$ cat src/rtl/keccak_arbiter_if.sv
// Purpose : bundles the requester-side and core-side buses of keccak_arbiter.
// Latency : none (wires only).
// Backpressure: carries in_ack and core_buffer_full; no logic of its own.
// Ports   : master = arbiter view, slave = clients + keccak core view.
interface keccak_arbiter_if #(
  parameter int NUM_REQ = 4,
  parameter int OWN_W   = 3
);
  // requester side
  logic [NUM_REQ-1:0]    req;
  logic [NUM_REQ-1:0]    gnt;
  logic [32*NUM_REQ-1:0] in_data;
  logic [NUM_REQ-1:0]    in_valid;
  logic [NUM_REQ-1:0]    in_last;
  logic [2*NUM_REQ-1:0]  in_byte_num;
  logic [NUM_REQ-1:0]    in_ack;
  logic [NUM_REQ-1:0]    done;
  logic [511:0]          digest;
  logic [OWN_W-1:0]      owner_id;
  logic                  error;
  // keccak core side
  logic                  core_reset;
  logic [31:0]           core_in;
  logic                  core_in_ready;
  logic                  core_is_last;
  logic [1:0]            core_byte_num;
  logic                  core_buffer_full;
  logic [511:0]          core_out;
  logic                  core_out_ready;

  modport master (
    input  req, in_data, in_valid, in_last, in_byte_num,
    input  core_buffer_full, core_out, core_out_ready,
    output gnt, in_ack, done, digest, owner_id, error,
    output core_reset, core_in, core_in_ready, core_is_last, core_byte_num
  );

  modport slave (
    output req, in_data, in_valid, in_last, in_byte_num,
    output core_buffer_full, core_out, core_out_ready,
    input  gnt, in_ack, done, digest, owner_id, error,
    input  core_reset, core_in, core_in_ready, core_is_last, core_byte_num
  );
endinterface

$ cat src/rtl/keccak_arbiter.sv
// Purpose : round-robin sharing of one keccak core among NUM_REQ message sources.
// Latency : grant 1 cycle after req seen in IDLE, one core-clear cycle, first word 2 cycles after req.
// Backpressure: owner words forwarded combinationally; core_buffer_full blocks ack and core_in_ready.
// Ports   : clk, reset (async, active high), bus (keccak_arbiter_if.master).
// Option  : define KECCAK_ARB_TIMEOUT_EN to abort a WAIT lasting TIMEOUT cycles (error pulse).
module keccak_arbiter #(
  parameter int NUM_REQ = 4,
  parameter int OWN_W   = 3,
  parameter int TIMEOUT = 1024
) (
  input logic              clk,
  input logic              reset,
  keccak_arbiter_if.master bus
);

  if ((2**OWN_W < NUM_REQ) || (NUM_REQ < 2) || (TIMEOUT < 2)) begin : g_bad_cfg
    $error("keccak_arbiter: illegal parameter combination");
  end

  typedef enum logic [2:0] {S_IDLE, S_CLR, S_FEED, S_WAIT, S_DONE} state_t;

  state_t               state_q, state_d;
  logic [NUM_REQ-1:0]   gnt_q, gnt_d;
  logic [NUM_REQ-1:0]   done_q, done_d;
  logic [511:0]         digest_q, digest_d;
  // owner_q doubles as the round-robin pointer: both always hold the last grantee
  logic [OWN_W-1:0]     owner_q, owner_d;
  logic                 core_reset_q, core_reset_d;
  logic                 error_q, error_d;

`ifdef KECCAK_ARB_TIMEOUT_EN
  localparam int CNT_W = $clog2(TIMEOUT + 1);
  logic [CNT_W-1:0]     wait_cnt_q, wait_cnt_d;
`endif

  // owner-selected requester lane
  logic [NUM_REQ-1:0]   own_oh;
  logic                 own_vld;
  logic                 own_last;
  logic [31:0]          own_dat;
  logic [1:0]           own_bn;
  logic                 feed_rdy;

  // round-robin candidate
  logic                 pick_found;
  logic [OWN_W-1:0]     pick_idx;
  logic [NUM_REQ-1:0]   pick_oh;

  always_comb begin
    own_oh   = '0;
    own_vld  = 1'b0;
    own_last = 1'b0;
    own_dat  = '0;
    own_bn   = '0;
    for (int i = 0; i < NUM_REQ; i++) begin
      own_oh[i] = (owner_q == OWN_W'(i));
      if (own_oh[i]) begin
        own_vld  = bus.in_valid[i];
        own_last = bus.in_last[i];
        own_dat  = bus.in_data[32*i +: 32];
        own_bn   = bus.in_byte_num[2*i +: 2];
      end
    end
  end

  // Scan from farthest to nearest so the last hit is the first index after the pointer.
  always_comb begin
    pick_found = 1'b0;
    pick_idx   = owner_q;
    pick_oh    = '0;
    for (int i = NUM_REQ; i >= 1; i--) begin
      if (bus.req[(int'(owner_q) + i) % NUM_REQ]) begin
        pick_found = 1'b1;
        pick_idx   = OWN_W'((int'(owner_q) + i) % NUM_REQ);
        pick_oh    = '0;
        pick_oh[(int'(owner_q) + i) % NUM_REQ] = 1'b1;
      end
    end
  end

  assign feed_rdy = (state_q == S_FEED) && own_vld && !bus.core_buffer_full;

  // Forwarding path is combinational so a word can move every cycle.
  assign bus.core_in       = (state_q == S_FEED) ? own_dat : '0;
  assign bus.core_byte_num = (state_q == S_FEED) ? own_bn  : '0;
  assign bus.core_in_ready = feed_rdy;
  assign bus.core_is_last  = feed_rdy && own_last;
  assign bus.in_ack        = feed_rdy ? own_oh : '0;

  assign bus.gnt        = gnt_q;
  assign bus.done       = done_q;
  assign bus.digest     = digest_q;
  assign bus.owner_id   = owner_q;
  assign bus.core_reset = core_reset_q;
  assign bus.error      = error_q;

  always_comb begin
    state_d      = state_q;
    gnt_d        = gnt_q;
    done_d       = '0;
    digest_d     = digest_q;
    owner_d      = owner_q;
    core_reset_d = 1'b0;
    error_d      = 1'b0;
`ifdef KECCAK_ARB_TIMEOUT_EN
    wait_cnt_d   = '0;
`endif
    case (state_q)
      S_IDLE: begin
        if (pick_found) begin
          owner_d      = pick_idx;
          gnt_d        = pick_oh;
          core_reset_d = 1'b1;   // high during the CLR cycle only
          state_d      = S_CLR;
        end
      end
      S_CLR: begin
        state_d = S_FEED;
      end
      S_FEED: begin
        if (feed_rdy && own_last) begin
          state_d = S_WAIT;
        end
      end
      S_WAIT: begin
        if (bus.core_out_ready) begin
          digest_d = bus.core_out;
          done_d   = own_oh;
          state_d  = S_DONE;
        end
`ifdef KECCAK_ARB_TIMEOUT_EN
        else if (wait_cnt_q == CNT_W'(TIMEOUT - 1)) begin
          // abort: flush the core, keep the old digest, no done pulse
          error_d      = 1'b1;
          core_reset_d = 1'b1;
          gnt_d        = '0;
          state_d      = S_IDLE;
        end else begin
          wait_cnt_d = wait_cnt_q + 1'b1;
        end
`endif
      end
      S_DONE: begin
        gnt_d   = '0;
        state_d = S_IDLE;
      end
      default: begin
        gnt_d   = '0;
        state_d = S_IDLE;
      end
    endcase
  end

  always_ff @(posedge clk or posedge reset) begin
    if (reset) begin
      state_q      <= S_IDLE;
      gnt_q        <= '0;
      done_q       <= '0;
      digest_q     <= '0;
      owner_q      <= OWN_W'(NUM_REQ - 1);
      core_reset_q <= 1'b1;
      error_q      <= 1'b0;
`ifdef KECCAK_ARB_TIMEOUT_EN
      wait_cnt_q   <= '0;
`endif
    end else begin
      state_q      <= state_d;
      gnt_q        <= gnt_d;
      done_q       <= done_d;
      digest_q     <= digest_d;
      owner_q      <= owner_d;
      core_reset_q <= core_reset_d;
      error_q      <= error_d;
`ifdef KECCAK_ARB_TIMEOUT_EN
      wait_cnt_q   <= wait_cnt_d;
`endif
    end
  end

endmodule

$ cat src/flat_wrapper.sv
// flat-port wrapper written by rule: the top's interface ports become plain ports
module keccak_arbiter_flat 
#(
  parameter int NUM_REQ = 4,
  parameter int OWN_W   = 3,
  parameter int TIMEOUT = 1024
)
  (clk, reset, bus_req, bus_in_data, bus_in_valid, bus_in_last, bus_in_byte_num, bus_core_buffer_full, bus_core_out, bus_core_out_ready, bus_gnt, bus_in_ack, bus_done, bus_digest, bus_owner_id, bus_error, bus_core_reset, bus_core_in, bus_core_in_ready, bus_core_is_last, bus_core_byte_num);
  keccak_arbiter_if #(.NUM_REQ(NUM_REQ), .OWN_W(OWN_W)) bus_i ();
  input logic clk;
  input logic reset;
  input wire logic [$bits(bus_i.req)-1:0] bus_req;
  input wire logic [$bits(bus_i.in_data)-1:0] bus_in_data;
  input wire logic [$bits(bus_i.in_valid)-1:0] bus_in_valid;
  input wire logic [$bits(bus_i.in_last)-1:0] bus_in_last;
  input wire logic [$bits(bus_i.in_byte_num)-1:0] bus_in_byte_num;
  input wire logic [$bits(bus_i.core_buffer_full)-1:0] bus_core_buffer_full;
  input wire logic [$bits(bus_i.core_out)-1:0] bus_core_out;
  input wire logic [$bits(bus_i.core_out_ready)-1:0] bus_core_out_ready;
  output wire logic [$bits(bus_i.gnt)-1:0] bus_gnt;
  output wire logic [$bits(bus_i.in_ack)-1:0] bus_in_ack;
  output wire logic [$bits(bus_i.done)-1:0] bus_done;
  output wire logic [$bits(bus_i.digest)-1:0] bus_digest;
  output wire logic [$bits(bus_i.owner_id)-1:0] bus_owner_id;
  output wire logic [$bits(bus_i.error)-1:0] bus_error;
  output wire logic [$bits(bus_i.core_reset)-1:0] bus_core_reset;
  output wire logic [$bits(bus_i.core_in)-1:0] bus_core_in;
  output wire logic [$bits(bus_i.core_in_ready)-1:0] bus_core_in_ready;
  output wire logic [$bits(bus_i.core_is_last)-1:0] bus_core_is_last;
  output wire logic [$bits(bus_i.core_byte_num)-1:0] bus_core_byte_num;
  assign bus_i.req = bus_req;
  assign bus_i.in_data = bus_in_data;
  assign bus_i.in_valid = bus_in_valid;
  assign bus_i.in_last = bus_in_last;
  assign bus_i.in_byte_num = bus_in_byte_num;
  assign bus_i.core_buffer_full = bus_core_buffer_full;
  assign bus_i.core_out = bus_core_out;
  assign bus_i.core_out_ready = bus_core_out_ready;
  assign bus_gnt = bus_i.gnt;
  assign bus_in_ack = bus_i.in_ack;
  assign bus_done = bus_i.done;
  assign bus_digest = bus_i.digest;
  assign bus_owner_id = bus_i.owner_id;
  assign bus_error = bus_i.error;
  assign bus_core_reset = bus_i.core_reset;
  assign bus_core_in = bus_i.core_in;
  assign bus_core_in_ready = bus_i.core_in_ready;
  assign bus_core_is_last = bus_i.core_is_last;
  assign bus_core_byte_num = bus_i.core_byte_num;
  keccak_arbiter #(.NUM_REQ(NUM_REQ), .OWN_W(OWN_W), .TIMEOUT(TIMEOUT)) u_core (.clk(clk), .reset(reset), .bus(bus_i));
endmodule
$ cat config.mk
export PLATFORM = sky130hd
export DESIGN_NAME = keccak_arbiter_flat
export DESIGN_NICKNAME = d
export VERILOG_FILES = /design/src/rtl/keccak_arbiter_if.sv /design/src/rtl/keccak_arbiter.sv /design/src/flat_wrapper.sv
export SDC_FILE = /design/constraint.sdc
export NUM_CORES = 1
export LEC_CHECK = 0
export ABC_AREA = 1
export BUFFER_PORTS_ARGS = -buffer_cell sky130_fd_sc_hd__buf_2
export CORE_AREA = 2 2 477 479
export DETAILED_ROUTE_END_ITERATION = 6
export DIE_AREA = 0 0 479 481
export GPL_ROUTABILITY_DRIVEN = 0
export PLACE_DENSITY = 0.31
export SETUP_SLACK_MARGIN = 0.15
export SLEW_MARGIN = 20
export SYNTH_ARGS = -nofsm -noshare
export SYNTH_HDL_FRONTEND = slang
export SYNTH_SLANG_ARGS = --single-unit
$ cat constraint.sdc
create_clock -name clk -period 20.1 [get_ports clk]
set_clock_uncertainty 0.1 [all_clocks]
set_input_delay 4.02 -clock clk [delete_from_list [all_inputs] [get_ports clk]]
set_output_delay 4.02 -clock clk [all_outputs]
set_load 0.1 [all_outputs]
# [Word level (Yosys, flattened, before mapping)]
# Index checks and enable logic that the tools add are counted.
[totals] regBits=527 inputBits=664 wordCells=113
[op_classes] add_sub_neg=4 magnitude_cmp=8 eq_ne=9 mux=61 bitwise=5 reduce_logical=20
[op_table] cell="$mux 32" count=5
[op_table] cell="$mux 4" count=8
[op_table] cell="$mux 1" count=26
[op_table] cell="$mux 3" count=7
[op_table] cell="$lt 3x4->1 const B" count=4
[op_table] cell="$eq 3x2->1 const B" count=4
[op_table] cell="$ge 3x1->1 const B" count=4
[op_table] cell="$pmux 3 s4" count=1
[op_table] cell="$mux 2" count=5
[op_table] cell="$bmux 1 s2" count=4
[op_table] cell="$demux 1 s2" count=4
[op_table] cell="$pmux 4 s2" count=1
[op_table] cell="$reduce_or 2->1" count=4
[op_table] cell="$logic_and 1x1->1" count=7
[op_table] cell="$eq 3x1->1 const B" count=2
[op_table] cell="$logic_not 3->1" count=2
[op_table] cell="$reduce_and 3->1" count=2
[op_table] cell="$add 2x1->2 const B" count=2
[op_table] cell="$add 2x2->2 const B" count=2
[op_table] cell="$and 1x1->1 const A" count=4
[op_table] cell="$ne 2x2->1 const B" count=2
[op_table] cell="$reduce_and 2->1" count=2
[op_table] cell="$reduce_bool 4->1" count=1
[op_table] cell="$reduce_or 3->1" count=1
[op_table] cell="3 further kinds" count=3

# [Longest topological paths before layout]
[logic_depth] ltp_word=13 mapped_depth=12 mapped_depth_nobuf=12

# [Worst setup path before layout]
# OpenSTA, ideal clock, no wires.
[synth_path] path_type="input -> output" from="input bus_in_valid[0]" to="output bus_core_is_last" arrival_ns=5.614 required_ns=15.980 slack_ns=10.366 path_stages=6 path_buffers=0 path_cell_list="nand3_1 -> nand2_1 -> nand2_1 -> nand2_1 -> nand2_1 -> nor2_1"
[synth_via] elab_chain_cells=7
[synth_rtl] item="from (decl)" line="flat_wrapper.sv:14" source="input wire logic [$bits(bus_i.in_valid)-1:0] bus_in_valid;"
[synth_rtl] item="$mux 1 (4 in series)" line="keccak_arbiter.sv:57" source="if (own_oh[i]) begin"
[synth_rtl] item="$logic_and 1x1->1 (2 in series)" line="keccak_arbiter.sv:81" source="assign feed_rdy = (state_q == S_FEED) && own_vld && !bus.core_buffer_full;"
[synth_rtl] item="$logic_and 1x1->1" line="keccak_arbiter.sv:87" source="assign bus.core_is_last = feed_rdy && own_last;"
[synth_rtl] item="to (decl)" line="flat_wrapper.sv:29" source="output wire logic [$bits(bus_i.core_is_last)-1:0] bus_core_is_last;"
# Every way passes these cells.

# [Final worst setup path]
[layout_path] from="input bus_in_data[27]" to="output bus_core_in[27]"
[layout_via] elab_chain_cells=5
[layout_rtl] item="from (decl)" line="flat_wrapper.sv:13" source="input wire logic [$bits(bus_i.in_data)-1:0] bus_in_data;"
[layout_rtl] item="$mux 32 (4 in series)" line="keccak_arbiter.sv:57"
[layout_rtl] item="$mux 32" line="keccak_arbiter.sv:84" source="assign bus.core_in = (state_q == S_FEED) ? own_dat : '0;"
[layout_rtl] item="to (decl)" line="flat_wrapper.sv:27" source="output wire logic [$bits(bus_i.core_in)-1:0] bus_core_in;"
# Every way passes these cells.

==> impl_metrics.json <==
{
  "status": "finished, final reports clean",
  "drt-pass1-iter-count": 6,
  "yosys_warnings": 0,
  "hpwlAfterDp_um": 109600,
  "initial_core_util": 0.09605,
  "final-hold-violation-count": 0,
  "cp_max_fo": 1,
  "synth_commonest_cells": "1,578 x nand2_1, 523 x dfrtp_1, 84 x nor2_1",
  "coreArea_um2": 225700,
  "slew_headroom": 0.3586,
  "setup_ws_ps": 10150,
  "cts_hold_buf": 0,
  "synth_area_um2": 21680,
  "yosysMostFrequentCell": "nand2_1",
  "finalNonFillerCells": 6819,
  "cp.arrival_ps": 5830,
  "cts_tree": "done",
  "synth_top_area_frac": 0.6036,
  "cts_resized": 0,
  "worst_path_largest_cell_delay_ps": 600,
  "dp_slack_ps": 10220,
  "crit_chain": "buf_2 > a21oi_1 > o31ai_1 > o21ai_0 > nor2_1 > buf_2",
  "antenna_found_initial": 76,
  "synth_seq_cells": 526,
  "clk_path_buf_depth": 3,
  "max_freq_mhz": 100.5,
  "via_per_inst": 3.214,
  "numPortBuffers": 1226,
  "drtIter0Drc": 1333,
  "syn_to_final_growth_pct": 54.31,
  "dieArea_um2": 230400,
  "grt_max_degree": 150,
  "cp.required_ps": 15980,
  "ys_types": 29,
  "via_count": 21920,
  "cts_setup_buffers": 0,
  "worst_path_most_repeated_cell": "buf_2",
  "track_usage": 0.1166,
  "dieWidth_um": 479,
  "avgSynthCellArea_um2": 8.500,
  "finalMaxSlewViolations": 0,
  "clk_pin_slew_ps": 50,
  "syn_inst": 2551,
  "cp-end-kind": "primary output",
  "drt-wirelength-per-cell_um": 20.40,
  "nets": 4409,
  "hold_class": "register to register",
  "crit_family": "buffers and inverters",
  "cp-start-kind": "input pin",
  "async_flop_share": 1.000,
  "cp.buffers_inverters": 2,
  "worstSetupPathType": "input pin to primary output",
  "post-route-period-util": 0.4953,
  "setup_viol_count_final": 0,
  "drc": 0,
  "htreeDepth": 3,
  "worst_slew_pin_slew_ps": 962.1,
  "yosysTopAreaCell": "dfrtp_1",
  "pin_count": 1229,
  "slowest_stage": "nor2_1",
  "synthFlopType": "dfrtp_1",
  "drv_cap": 0,
  "grt-ovfl-total": 0,
  "fp.dieH_um": 481,
  "numCtsBuffers": 76,
  "clockRootBuffer": "clkbuf_16",
  "worstSkewPairLatency_ps": 670,
  "synth_edf_count": 0,
  "place_inst": 6669,
  "seq_area_frac_synth": 0.6072,
  "timing.hold.ws_ps": 371.1,
  "ant_nets": 0,
  "grt_pass1_wl_um": 189400,
  "wl_um": 139100,
  "setup-tns-final_ps": 0,
  "fin_crit_ps": 9955,
  "grt_pass1_vias": 22850,
  "drive_gt1_frac": 0.3686,
  "synth.area.top_cells": "dfrtp_1 60%, nand2_1 27%, buf_6 1.8%",
  "rsz0062_at_grt": "no",
  "cts.sink_count": 526,
  "rows": 175
}
[cells in the final DEF (no fill, tap or decap), types with 3 or more instances in the layout]
master      synthesis  routed
clkbuf_1           31      18
buf_4              45      26
dfrtp_1           523     523
clkinv_2            0       8
clkinvlp_4          0       3
buf_2              30    1226
ha_1                7       5
o21ai_1             3       3
clkbuf_8            0      14
nand2_1          1578    1578
inv_1              18      17
clkbuf_16           0      77
nor2_1             84      84
bufinv_16           0       7
diode_2             0      17
nand2_2            11      10
nand3_1            16      16
o31ai_1            34      34
dfstp_2             3       3
a21oi_1            75      75
o21ai_0            36      36
[routing by layer]
layer  routed length (um)  global-route usage  part of all wire  vias up
li1                     -                   -                 -    10240
met5                  341                   0            0.0025        -
met2                61100              0.1806              0.44     1040
met4                 4945             0.04310             0.036       48
met3                17500             0.06222              0.13      209
met1                55240              0.1351              0.40    10380
[sequential cells by signal (all words and copies together), names as in the netlist]
signal,count
u_core.bus.done,4
u_core.bus.digest,512
u_core.state_q,3
u_core.bus.core_reset,1
u_core.bus.gnt,4
u_core.bus.owner_id,2
[through the flow]
stage / utilization / area [um^2]
6_report: 0.1482 / 33460
3_5_place_dp: 0.1366 / 30850
2_1_floorplan: - / 21690
3_3_place_gp: 0.1366 / 30850
5_1_grt: 0.1481 / 33420
4_1_cts: 0.1480 / 33420
[worst paths after layout]
path / startpoint / to / slack (ps) / cells after the start
worst max-delay path: bus_in_data[27] / bus_core_in[27] / 10150 / 6
max in group asynchronous: reset / u_core.bus.digest[473] / 13670 / 5
min in group asynchronous: reset / u_core.bus.digest[217] / 3410 / 2
worst min register to register: u_core.bus.digest[261] / u_core.bus.digest[261] / 370 / 2
worst min-delay path: u_core.bus.digest[261] / u_core.bus.digest[261] / 370 / 2
worst max register to register: u_core.state_q[1] / u_core.bus.digest[442] / 15550 / 9
[tightest hold or removal path, cell delays in order (launching register included)]
cell and delay, ps:
dfrtp_1 330, nand2_1 50, nand2_1 50
[cells by family after synthesis]
logic type / after synthesis / share of synthesized area
AND/OR/NAND/NOR: 1698 / 0.2988
flip-flops: 526 / 0.6072
AO/OA/AOI/OAI: 151 / 0.03912
XOR/XNOR: 1 / 0.0004040
buffers and inverters: 167 / 0.05020
other: 1 / 0.0001729
adder cells (fa/ha/maj): 7 / 0.004039
[area by class of cell]
class	count	area, um^2
tap	3009	3765
timing repair buffer	1254	6371
multi-input combinational	1859	7451
fill	26100	192300
clock inverter	24	382.9
clock buffer	109	2187
sequential	526	13170
antenna	17	42.54
inverter	21	93.84
Power is not shown: default switching activity piles up to over one toggle a cycle in this logic, so the estimate is an artifact.
